File: src/rtl/adder_pipe_if.sv
// Operand/result bundle for the pipelined add/subtract unit.
// Latency: none (signal container only).
// Backpressure: in_ready and out_ready carry stalls in both directions.
//
// Ports:
//   in_valid/in_ready     operand handshake (producer -> unit)
//   a, b, sub             operands and operation select (0 add, 1 subtract)
//   out_valid/out_ready   result handshake (unit -> consumer)
//   sum, ovf              WIDTH+1-bit result (MSB carry/borrow) and signed overflow
interface adder_pipe_if #(
  parameter int WIDTH = 18
);
  logic             in_valid;
  logic             in_ready;
  logic [WIDTH-1:0] a;
  logic [WIDTH-1:0] b;
  logic             sub;
  logic             out_valid;
  logic             out_ready;
  logic [WIDTH:0]   sum;
  logic             ovf;

  // master: the side that issues operands and consumes results
  modport master (
    output in_valid, a, b, sub, out_ready,
    input  in_ready, out_valid, sum, ovf
  );

  // slave: the arithmetic unit
  modport slave (
    input  in_valid, a, b, sub, out_ready,
    output in_ready, out_valid, sum, ovf
  );
endinterface

File: src/rtl/adder_pipe.sv
// Pipelined WIDTH-bit add/subtract; carry chain split into STAGES registered chunks.
// Latency: STAGES cycles from accept to out_valid, one operation per cycle.
// Backpressure: out_valid && !out_ready freezes every stage and drops in_ready.
//
// Ports:
//   clk    rising-edge clock
//   reset  synchronous, active-high; clears all valid bits and the result
//   bus    adder_pipe_if.slave: in_valid/in_ready/a/b/sub in,
//          out_valid/out_ready/sum/ovf out
module adder_pipe #(
  parameter int WIDTH  = 18,
  parameter int STAGES = 3
) (
  input  logic        clk,
  input  logic        reset,
  adder_pipe_if.slave bus
);

  // Chunk width; trailing chunks past WIDTH are empty and just forward state.
  localparam int CW   = (WIDTH + STAGES - 1) / STAGES;
  localparam int LAST = STAGES - 1;

  // Per-stage registered state.
  logic             v_q   [STAGES];
  logic             c_q   [STAGES];
  logic             sub_q [STAGES];
  logic             sa_q  [STAGES];
  logic             sb_q  [STAGES];
  logic [WIDTH-1:0] s_q   [STAGES];
  logic [WIDTH-1:0] a_q   [STAGES];
  logic [WIDTH-1:0] b_q   [STAGES];

  // Per-stage next state, produced by the chunk adders below.
  logic             v_d   [STAGES];
  logic             c_d   [STAGES];
  logic             sub_d [STAGES];
  logic             sa_d  [STAGES];
  logic             sb_d  [STAGES];
  logic [WIDTH-1:0] s_d   [STAGES];
  logic [WIDTH-1:0] a_d   [STAGES];
  logic [WIDTH-1:0] b_d   [STAGES];

  logic stall;

  for (genvar k = 0; k < STAGES; k++) begin : g_stage
    localparam int LO = k * CW;
    localparam int HI = ((k + 1) * CW < WIDTH) ? (k + 1) * CW - 1 : WIDTH - 1;

    logic             v_i, c_i, sub_i, sa_i, sb_i;
    logic [WIDTH-1:0] s_i, a_i, b_i;
    logic [WIDTH-1:0] s_o;
    logic             c_o;

    if (k == 0) begin : g_in
      // Subtraction is a + ~b + 1: invert b here and inject the 1 as carry-in.
      assign v_i   = bus.in_valid;
      assign sub_i = bus.sub;
      assign a_i   = bus.a;
      assign b_i   = bus.sub ? ~bus.b : bus.b;
      assign c_i   = bus.sub;
      assign s_i   = '0;
      assign sa_i  = bus.a[WIDTH-1];
      assign sb_i  = b_i[WIDTH-1];
    end else begin : g_chain
      assign v_i   = v_q[k-1];
      assign sub_i = sub_q[k-1];
      assign a_i   = a_q[k-1];
      assign b_i   = b_q[k-1];
      assign c_i   = c_q[k-1];
      assign s_i   = s_q[k-1];
      assign sa_i  = sa_q[k-1];
      assign sb_i  = sb_q[k-1];
    end

    if (LO < WIDTH) begin : g_add
      logic [HI-LO+1:0] part;

      assign part = {1'b0, a_i[HI:LO]} + {1'b0, b_i[HI:LO]}
                  + {{(HI - LO + 1){1'b0}}, c_i};
      assign c_o  = part[HI-LO+1];

      // Splice this chunk's sum into the partial result; other bits pass.
      always_comb begin
        s_o        = s_i;
        s_o[HI:LO] = part[HI-LO:0];
      end
    end else begin : g_empty
      assign c_o = c_i;
      assign s_o = s_i;
    end

    assign v_d[k]   = v_i;
    assign c_d[k]   = c_o;
    assign sub_d[k] = sub_i;
    assign sa_d[k]  = sa_i;
    assign sb_d[k]  = sb_i;
    assign s_d[k]   = s_o;
    assign a_d[k]   = a_i;
    assign b_d[k]   = b_i;
  end

  always_ff @(posedge clk) begin
    if (reset) begin
      for (int k = 0; k < STAGES; k++) begin
        v_q[k]   <= 1'b0;
        c_q[k]   <= 1'b0;
        sub_q[k] <= 1'b0;
        sa_q[k]  <= 1'b0;
        sb_q[k]  <= 1'b0;
        s_q[k]   <= '0;
        a_q[k]   <= '0;
        b_q[k]   <= '0;
      end
    end else if (!stall) begin
      for (int k = 0; k < STAGES; k++) begin
        v_q[k]   <= v_d[k];
        c_q[k]   <= c_d[k];
        sub_q[k] <= sub_d[k];
        sa_q[k]  <= sa_d[k];
        sb_q[k]  <= sb_d[k];
        s_q[k]   <= s_d[k];
        a_q[k]   <= a_d[k];
        b_q[k]   <= b_d[k];
      end
    end
  end

  // The whole pipe moves in lockstep, so only a held output can stall it.
  assign stall         = v_q[LAST] && !bus.out_ready;
  assign bus.in_ready  = reset || !stall;
  assign bus.out_valid = v_q[LAST];
  // For subtraction the final carry is the inverted borrow.
  assign bus.sum       = {c_q[LAST] ^ sub_q[LAST], s_q[LAST]};
  assign bus.ovf       = (sa_q[LAST] == sb_q[LAST]) && (s_q[LAST][WIDTH-1] != sa_q[LAST]);

endmodule

File: src/flat_wrapper.sv
// flat-port wrapper written by rule: the top's interface ports become plain ports
module adder_pipe_flat 
#(
  parameter int WIDTH  = 18,
  parameter int STAGES = 3
)
  (clk, reset, bus_in_valid, bus_a, bus_b, bus_sub, bus_out_ready, bus_in_ready, bus_out_valid, bus_sum, bus_ovf);
  adder_pipe_if #(.WIDTH(WIDTH)) bus_i ();
  input  logic clk;
  input  logic reset;
  input wire logic [$bits(bus_i.in_valid)-1:0] bus_in_valid;
  input wire logic [$bits(bus_i.a)-1:0] bus_a;
  input wire logic [$bits(bus_i.b)-1:0] bus_b;
  input wire logic [$bits(bus_i.sub)-1:0] bus_sub;
  input wire logic [$bits(bus_i.out_ready)-1:0] bus_out_ready;
  output wire logic [$bits(bus_i.in_ready)-1:0] bus_in_ready;
  output wire logic [$bits(bus_i.out_valid)-1:0] bus_out_valid;
  output wire logic [$bits(bus_i.sum)-1:0] bus_sum;
  output wire logic [$bits(bus_i.ovf)-1:0] bus_ovf;
  assign bus_i.in_valid = bus_in_valid;
  assign bus_i.a = bus_a;
  assign bus_i.b = bus_b;
  assign bus_i.sub = bus_sub;
  assign bus_i.out_ready = bus_out_ready;
  assign bus_in_ready = bus_i.in_ready;
  assign bus_out_valid = bus_i.out_valid;
  assign bus_sum = bus_i.sum;
  assign bus_ovf = bus_i.ovf;
  adder_pipe #(.WIDTH(WIDTH), .STAGES(STAGES)) u_core (.clk(clk), .reset(reset), .bus(bus_i));
endmodule
File: config.mk
export PLATFORM = sky130hd
export DESIGN_NAME = adder_pipe_flat
export DESIGN_NICKNAME = d
export VERILOG_FILES = /design/src/rtl/adder_pipe_if.sv /design/src/rtl/adder_pipe.sv /design/src/flat_wrapper.sv
export SDC_FILE = /design/constraint.sdc
export NUM_CORES = 1
export LEC_CHECK = 0
export CORE_MARGIN = 3
export CORE_UTILIZATION = 53
export DETAILED_ROUTE_END_ITERATION = 8
export PLACE_DENSITY = 0.76
export SKIP_LAST_GASP = 1
export SLEW_MARGIN = 20
export SYNTH_ARGS = -nofsm -noshare
export SYNTH_HDL_FRONTEND = slang
export SYNTH_SLANG_ARGS = --single-unit
export TNS_END_PERCENT = 50
File: constraint.sdc
create_clock -name clk -period 4 [get_ports clk]
set_clock_uncertainty 0.05 [all_clocks]
set_input_delay 0.4 -clock clk [delete_from_list [all_inputs] [get_ports clk]]
set_output_delay 0.4 -clock clk [all_outputs]
set_load 0.01 [all_outputs]
==> out/qor.txt, run 1 <==
Critical path startpoint category - primary input
Cells after Synth - 294
Synth cell types - 39
Synth Area in XOR/XNOR - 5.340%
Mapped Area - 3936 um2
Largest family of logic cells by synthesized area - simple AND/OR/NAND/NOR gates
Crit Path Max Fanout - 41
Mux contribution to synthesized area - 0.2543%
Avg Inst Size Synth - 13.39 um2
Crit path arrival time - 2.11 ns
Global-route wire length before repair - 10.24 mm
Synth-to-layout area growth - 24.00%
Total grt overflow - 0
Adder and majority gate portion of the synthesized area - 7.311%
Vias per cell - 4.948
Final worst path period share - 63.91%
Die width - 92.18 um
Crit path kind - primary input to output port
Crit path max-delay cell type - clkdlybuf4s50_1
Post-synthesis simple-gate area fraction - 15.96%
Critical path required time - 3.55 ns
Worst path most repeated cell - clkdlybuf4s50_1
Cell taking the most area after synthesis - edfxtp_1
Startpoint of the worst hold path - u_core.a_q[0][14]
H-Tree Depth - 3
Final hold vios - 0
Pwr/cell area - 408.1 nW/um2
Reg2reg end - u_core.c_q[0][2]
Worst R2R Start - u_core.c_q[0][1]
Yosys top cell area share - 63.32%
FF+latch count, synth - 83
Die area - 8497 um2
Initial antenna violation count - 0
Outcome - finished, final reports clean
Final WL - 6.020 mm
Post-CTS sizing - 0
Number of top-level pins - 63
Antenna-violating nets left - 0
Min Tclk post-route - 2.556 ns
Cell Count, Final, Fillers Out - 461
Critical Path, Cell by Cell - clkdlybuf4s50_1 -> nand2b_4 -> clkdlybuf4s50_1
CTS buffer count - 9
Synth top area cells - edfxtp_1, and2_1, ha_1, xnor2_1, nor2_1
Core ar. - 6982 um2
Sequential fraction of the synthesis area - 63.32%
Setup TNS - 0 ns
Starting Density - 56.38%
Detailed-route via count - 2281
Post-CTS setup repair buffer count - 0
Syn nets - 355
Die height - 92.18 um
Total GRT Usage - 15.44%
GPL Wtd Cong - 0.8210
First-pass DRT Iterations - 6
CP Capture Type - output port
Path depth of the worst reg2reg path - 8
IO Port Bufs - 62
DR WL/cell - 13.06 um
Sink Count - 83
Hold depth - 1
Final instance area - 4881 um2
Ys async rst share - 0%
Nets - 421
Vias in the first global route - 2177
Clk slew on worst S/H paths - 0.08 ns
# placed instances - 445
Final Setup Violations - 0
Top-count cell post-synth - edfxtp_1
Layout cell share with drive strength beyond 1 - 6.301%
Max_cap viols - 0
Max Fclk - 391.2 MHz
1st-iter DRT viols - 120
CTS tree - done
Worst skew pair latency - 0.34 ns
Max-slew headroom - 52.64%
Hold slack - 0.4731 ns
Count of warnings emitted by yosys - 0
FILL cells - 548
Worst VDD drop - 206.3 uV
Synth cell count leaders - edfxtp_1, and2_1, nor2_1
Detailed Place HPWL - 4.172 mm
Remaining DRCs - 0
Compound-Gate Fraction of Synth Area - 5.086%
Diode count - 0
Placed inst area - 4664 um2
Ys flop type - edfxtp_1
# hold bufs at CTS - 0
Root Buffer - clkbuf_8
Largest net degree at the start of global routing - 45
EDFF count, synth - 83
Max clock buf depth - 2
Hold EP - u_core.a_q[0][32]
Worst Hold Class - flop to flop
Worst-margin pin slew - 0.7088 ns
Final slew viol count - 0
R2r setup slk - 1.86 ns
P_leak - 0.001990 uW
RSZ-0062 raised after global routing - false
Rows - 30
CP max stage delay - 0.64 ns
cell usage in the layout, fill, tap and decap left out, drive strengths merged, types with 4 or more instances in the layout:
master         instances
buf                    4
nand2                  7
xnor2                 18
fa                     5
a21oi                  4
nor3                   4
and2                  53
nor3b                  4
nor2                  28
xor2                   6
nor2b                  7
ha                    15
inv                   14
clkdlybuf4s50         62
edfxtp                83
o21ai                  7
clkbuf                 9
how the worst max path moves through the flow:
stage	startpoint	to	slack, ns
2_1_floorplan	u_core.v_q[0][2]	u_core.a_q[0][10]	0.94
3_3_place_gp	bus_sub	u_core.c_q[0][0]	1.36
3_5_place_dp	bus_sub	u_core.s_q[0][4]	1.27
4_1_cts	reset	bus_in_ready	1.42
5_1_grt	reset	bus_in_ready	1.33
6_report	reset	bus_in_ready	1.44
registers in the layout, indices dropped and copies added (netlist names):
name,cells
u_core.a_q,16
u_core.b_q,17
u_core.c_q,3
u_core.s_q,36
u_core.sa_q,3
u_core.sb_q,2
u_core.sub_q,3
u_core.v_q,3
cell type report:
| cell class | instances | area [um2] | area share (%) |
|---|---|---|---|
| clock buffers | 9 | 123.9 | 2.538 |
| flip-flops and latches | 83 | 2492 | 51.06 |
| well taps | 96 | 120.1 | 2.461 |
| multi-input cells | 186 | 1349 | 27.63 |
| clock inverters | 7 | 92.59 | 1.897 |
| inverters | 14 | 52.55 | 1.077 |
| repair buffers | 66 | 650.6 | 13.33 |
worst max-delay path: cells and delay by family:
| kind | cells | cell delay [ns] |
|---|---|---|
| simple gates | 1 | 0.50 |
| buf+inv | 2 | 1.19 |
power by group:
group / internal (uW) / leakage [uW] / total [uW] / switching [uW]
registers: 1050 / 0.000977 / 1070 / 21.9
logic: 158 / 0.000910 / 288 / 130
clock network: 349 / 0.000103 / 636 / 287
total: 1550 / 0.00199 / 1990 / 439
cells by family after synthesis:
group                      count (synthesis)
and+or+nand+nor                          113
DFF                                       83
AOI/OAI and AO/OA                         28
buffers and inverters                     25
xor gates and xnor gates                  24
adders and majority gates                 20
muxes                                      1
per-layer routing:
metal  part of all wire [%]  wire length (um)  vias up  global-route usage (%)
met5                      0                 0        -                       0
met4                    1.7               102        0                   7.426
met3                    3.9               233        9                   3.363
met2                     49              2930       48                   24.27
met1                     46              2754     1062                   20.43
li1                       -                 -     1162                       -
through the flow:
stage,util (%),power [uW],setup slack [ns]
2_1_floorplan,-,1255,0.9441
3_3_place_gp,66.81,1367,1.364
3_5_place_dp,66.81,1377,1.273
4_1_cts,69.91,2014,1.420
5_1_grt,69.91,2086,1.327
6_report,69.91,1992,1.444
Note: power is estimated with default switching activity, not from simulation.
==> run 2, diff against run 1 <==
Settings changed: CORE_UTILIZATION 53 to 48, PLACE_DENSITY 0.76 to 0.73.
Clock period 4 ns to 2.3 ns, I/O delays scaled along.
==> out/qor.txt, run 2 (synthesis gave the netlist of run 1 again) <==
Total GRT Usage - 14.92% (-0.52 points)
Critical path startpoint category - flop
Most frequent cells in the layout - edfxtp_1, clkdlybuf4s50_1, and2_1
Worst Hold Class - flop to flop
Pwr/cell area - 690.5 nW/um2 (+69%)
Crit path kind - flop to flop
IO Port Bufs - 62 (unchanged)
Critical Path, Cell by Cell - inv_1 -> fa_1 -> inv_1 -> fa_1 -> a21o_1 -> a21oi_1 -> o21ai_0 -> o211a_1
Starting Density - 50.16% (-6.2 points)
Layout cell share with drive strength beyond 1 - 6.540% (+0.24 points)
Cell Count, Final, Fillers Out - 469 (+1.7%)
CP Capture Type - flop
Min Tclk post-route - 2.157 ns
Die height - 96.56 um (+4.7%)
1st-iter DRT viols - 151 (+26%)
Largest registers - u_core.s_q: 36 flops, u_core.b_q: 17 flops, u_core.a_q: 16 flops
Global-route wire length before repair - 10.29 mm (+0.47%)
Max_cap viols - 0 (unchanged)
Detailed Place HPWL - 4.308 mm (+3.3%)
Crit path arrival time - 2.21 ns (+0.10 ns)
Final Setup Violations - 0 (unchanged)
P_leak - 0.001997 uW (+0.37%)
CTS buffer count - 9 (unchanged)
Final WL - 6.193 mm (+2.9%)
RSZ-0062 raised after global routing - false
Worst skew pair latency - 0.35 ns (about the same)
Max clock buf depth - 2 (unchanged)
Largest Register - u_core.s_q
First-pass DRT Iterations - 4 (-2)
Worst-margin pin slew - 1.007 ns (+0.2985 ns)
Number of top-level pins - 63 (unchanged)
Max Fclk - 463.7 MHz
Post-CTS setup repair buffer count - 0 (unchanged)
Crit-path leading delay family - compound AO/OA/AOI/OAI gates
Diode count - 0 (unchanged)
Nets - 423 (+0.48%)
Vias in the first global route - 2183 (+0.28%)
CP max stage delay - 0.46 ns (-0.18 ns)
Remaining DRCs - 0 (unchanged)
Die width - 96.56 um (+4.7%)
Sink Count - 83 (unchanged)
Final hold vios - 0 (unchanged)
Die area - 9323 um2 (+9.7%)
Synth-to-layout area growth - 24.63%
# placed instances - 453 (+1.8%)
Commonest non-fill, non-tap cell in the layout - edfxtp_1
Setup TNS - 0 ns (unchanged)
Antenna-violating nets left - 0 (unchanged)
Final slew viol count - 0 (unchanged)
DR WL/cell - 13.20 um (+1.1%)
Root Buffer - clkbuf_8
Hold slack - 0.4662 ns (-0.006887 ns)
Final worst path period share - 93.77%
Post-CTS sizing - 0 (unchanged)
Max-slew headroom - 32.69% (-20 points)
H-Tree Depth - 3 (unchanged)
Initial antenna violation count - 0 (unchanged)
Rows - 32 (+6.7%)
Crit Path Max Fanout - 2 (-95%)
FILL cells - 641 (+17%)
Worst VDD drop - 371.9 uV (+80%)
Clk slew on worst S/H paths - 0.08 ns (about the same)
CTS tree - done
Core ar. - 7848 um2 (+12%)
Largest net degree at the start of global routing - 62 (+38%)
Crit path max-delay cell type - fa_1
R2r setup slk - 0.14 ns (-1.72 ns)
Max FFs per register - 36 (unchanged)
# hold bufs at CTS - 0 (unchanged)
Critical path required time - 2.35 ns (-1.20 ns)
Buf/Inv on CP - 2 (unchanged)
Detailed-route via count - 2304 (+1.0%)
Total grt overflow - 0 (unchanged)
Vias per cell - 4.913 (-0.71%)
GPL Wtd Cong - 0.7682 (-6.4%)
Outcome - finished, final reports clean
run 2: cell count changes in the layout (fill, tap and decap cells not counted), sizes merged:
cell    previous run  this run
clkbuf             9        10
buf                4         6
bufinv             2         1
run 2: worst paths after layout:
check                          from                 to  cells after the start
hold / removal    u_core.s_q[0][18]  u_core.s_q[0][36]                      1
setup / recovery   u_core.c_q[0][1]   u_core.c_q[0][2]                      8
hold reg to reg   u_core.s_q[0][18]  u_core.s_q[0][36]                      1
setup reg to reg   u_core.c_q[0][1]   u_core.c_q[0][2]                      8
run 2: power breakdown:
part | leakage [uW] | total (uW) | internal, uW | switching, uW
registers | 0.000977 | 1850 | 1820 | 36.8
clock network | 0.0000901 | 1020 | 502 | 517
logic | 0.000930 | 514 | 282 | 231
run 2: final cells by class:
class | count | area (um2) | share of cell area, %
Clock buffer | 10 | 127.6 | 2.601
Clock inverter | 6 | 66.31 | 1.352
Inverter | 14 | 52.55 | 1.071
Multi-Input combinational cell | 186 | 1349 | 27.49
Sequential cell | 83 | 2492 | 50.80
Tap cell | 102 | 127.6 | 2.601
Timing Repair Buffer | 68 | 690.7 | 14.08
run 2: through the flow:
| step | setup slack (ns) | total power, uW | instance area, um2 | util [%] |
|---|---|---|---|---|
| floorplan | 0.2135 | 2182 | 3939 | - |
| detailed placement | -0.06946 | 2410 | 4712 | 60.04 |
| finish | 0.1432 | 3388 | 4906 | 62.52 |
| global placement | -0.002750 | 2385 | 4712 | 60.04 |
| global route | 0.01941 | 3566 | 4906 | 62.52 |
| CTS | 0.1487 | 3420 | 4906 | 62.52 |
run 2: worst reg2reg max path: cells and delay by family, from the launching register on:
kind,cells,cell delay [ns]
AO/OA/AOI/OAI,4,0.68
adder cells (fa/ha/maj),2,0.66
buffers and inverters,2,0.16
flip-flops,1,0.37
run 2: per-layer routing:
metal / GRT usage [%] / up-vias / wire length [um]
met4: 8.528 / 0 / 143
met1: 18.91 / 1070 / 2646
met2: 23.91 / 55 / 3131
met3: 3.021 / 11 / 272
met5: 0 / - / 0
li1: - / 1168 / -
==> run 3, diff against run 2 <==
Settings changed: ABC_CLOCK_PERIOD_IN_PS set to 2300, CAP_MARGIN set to 5.
==> results of run 3 <==
No change in the layout: final DEF, timing and power equal those of run 2.
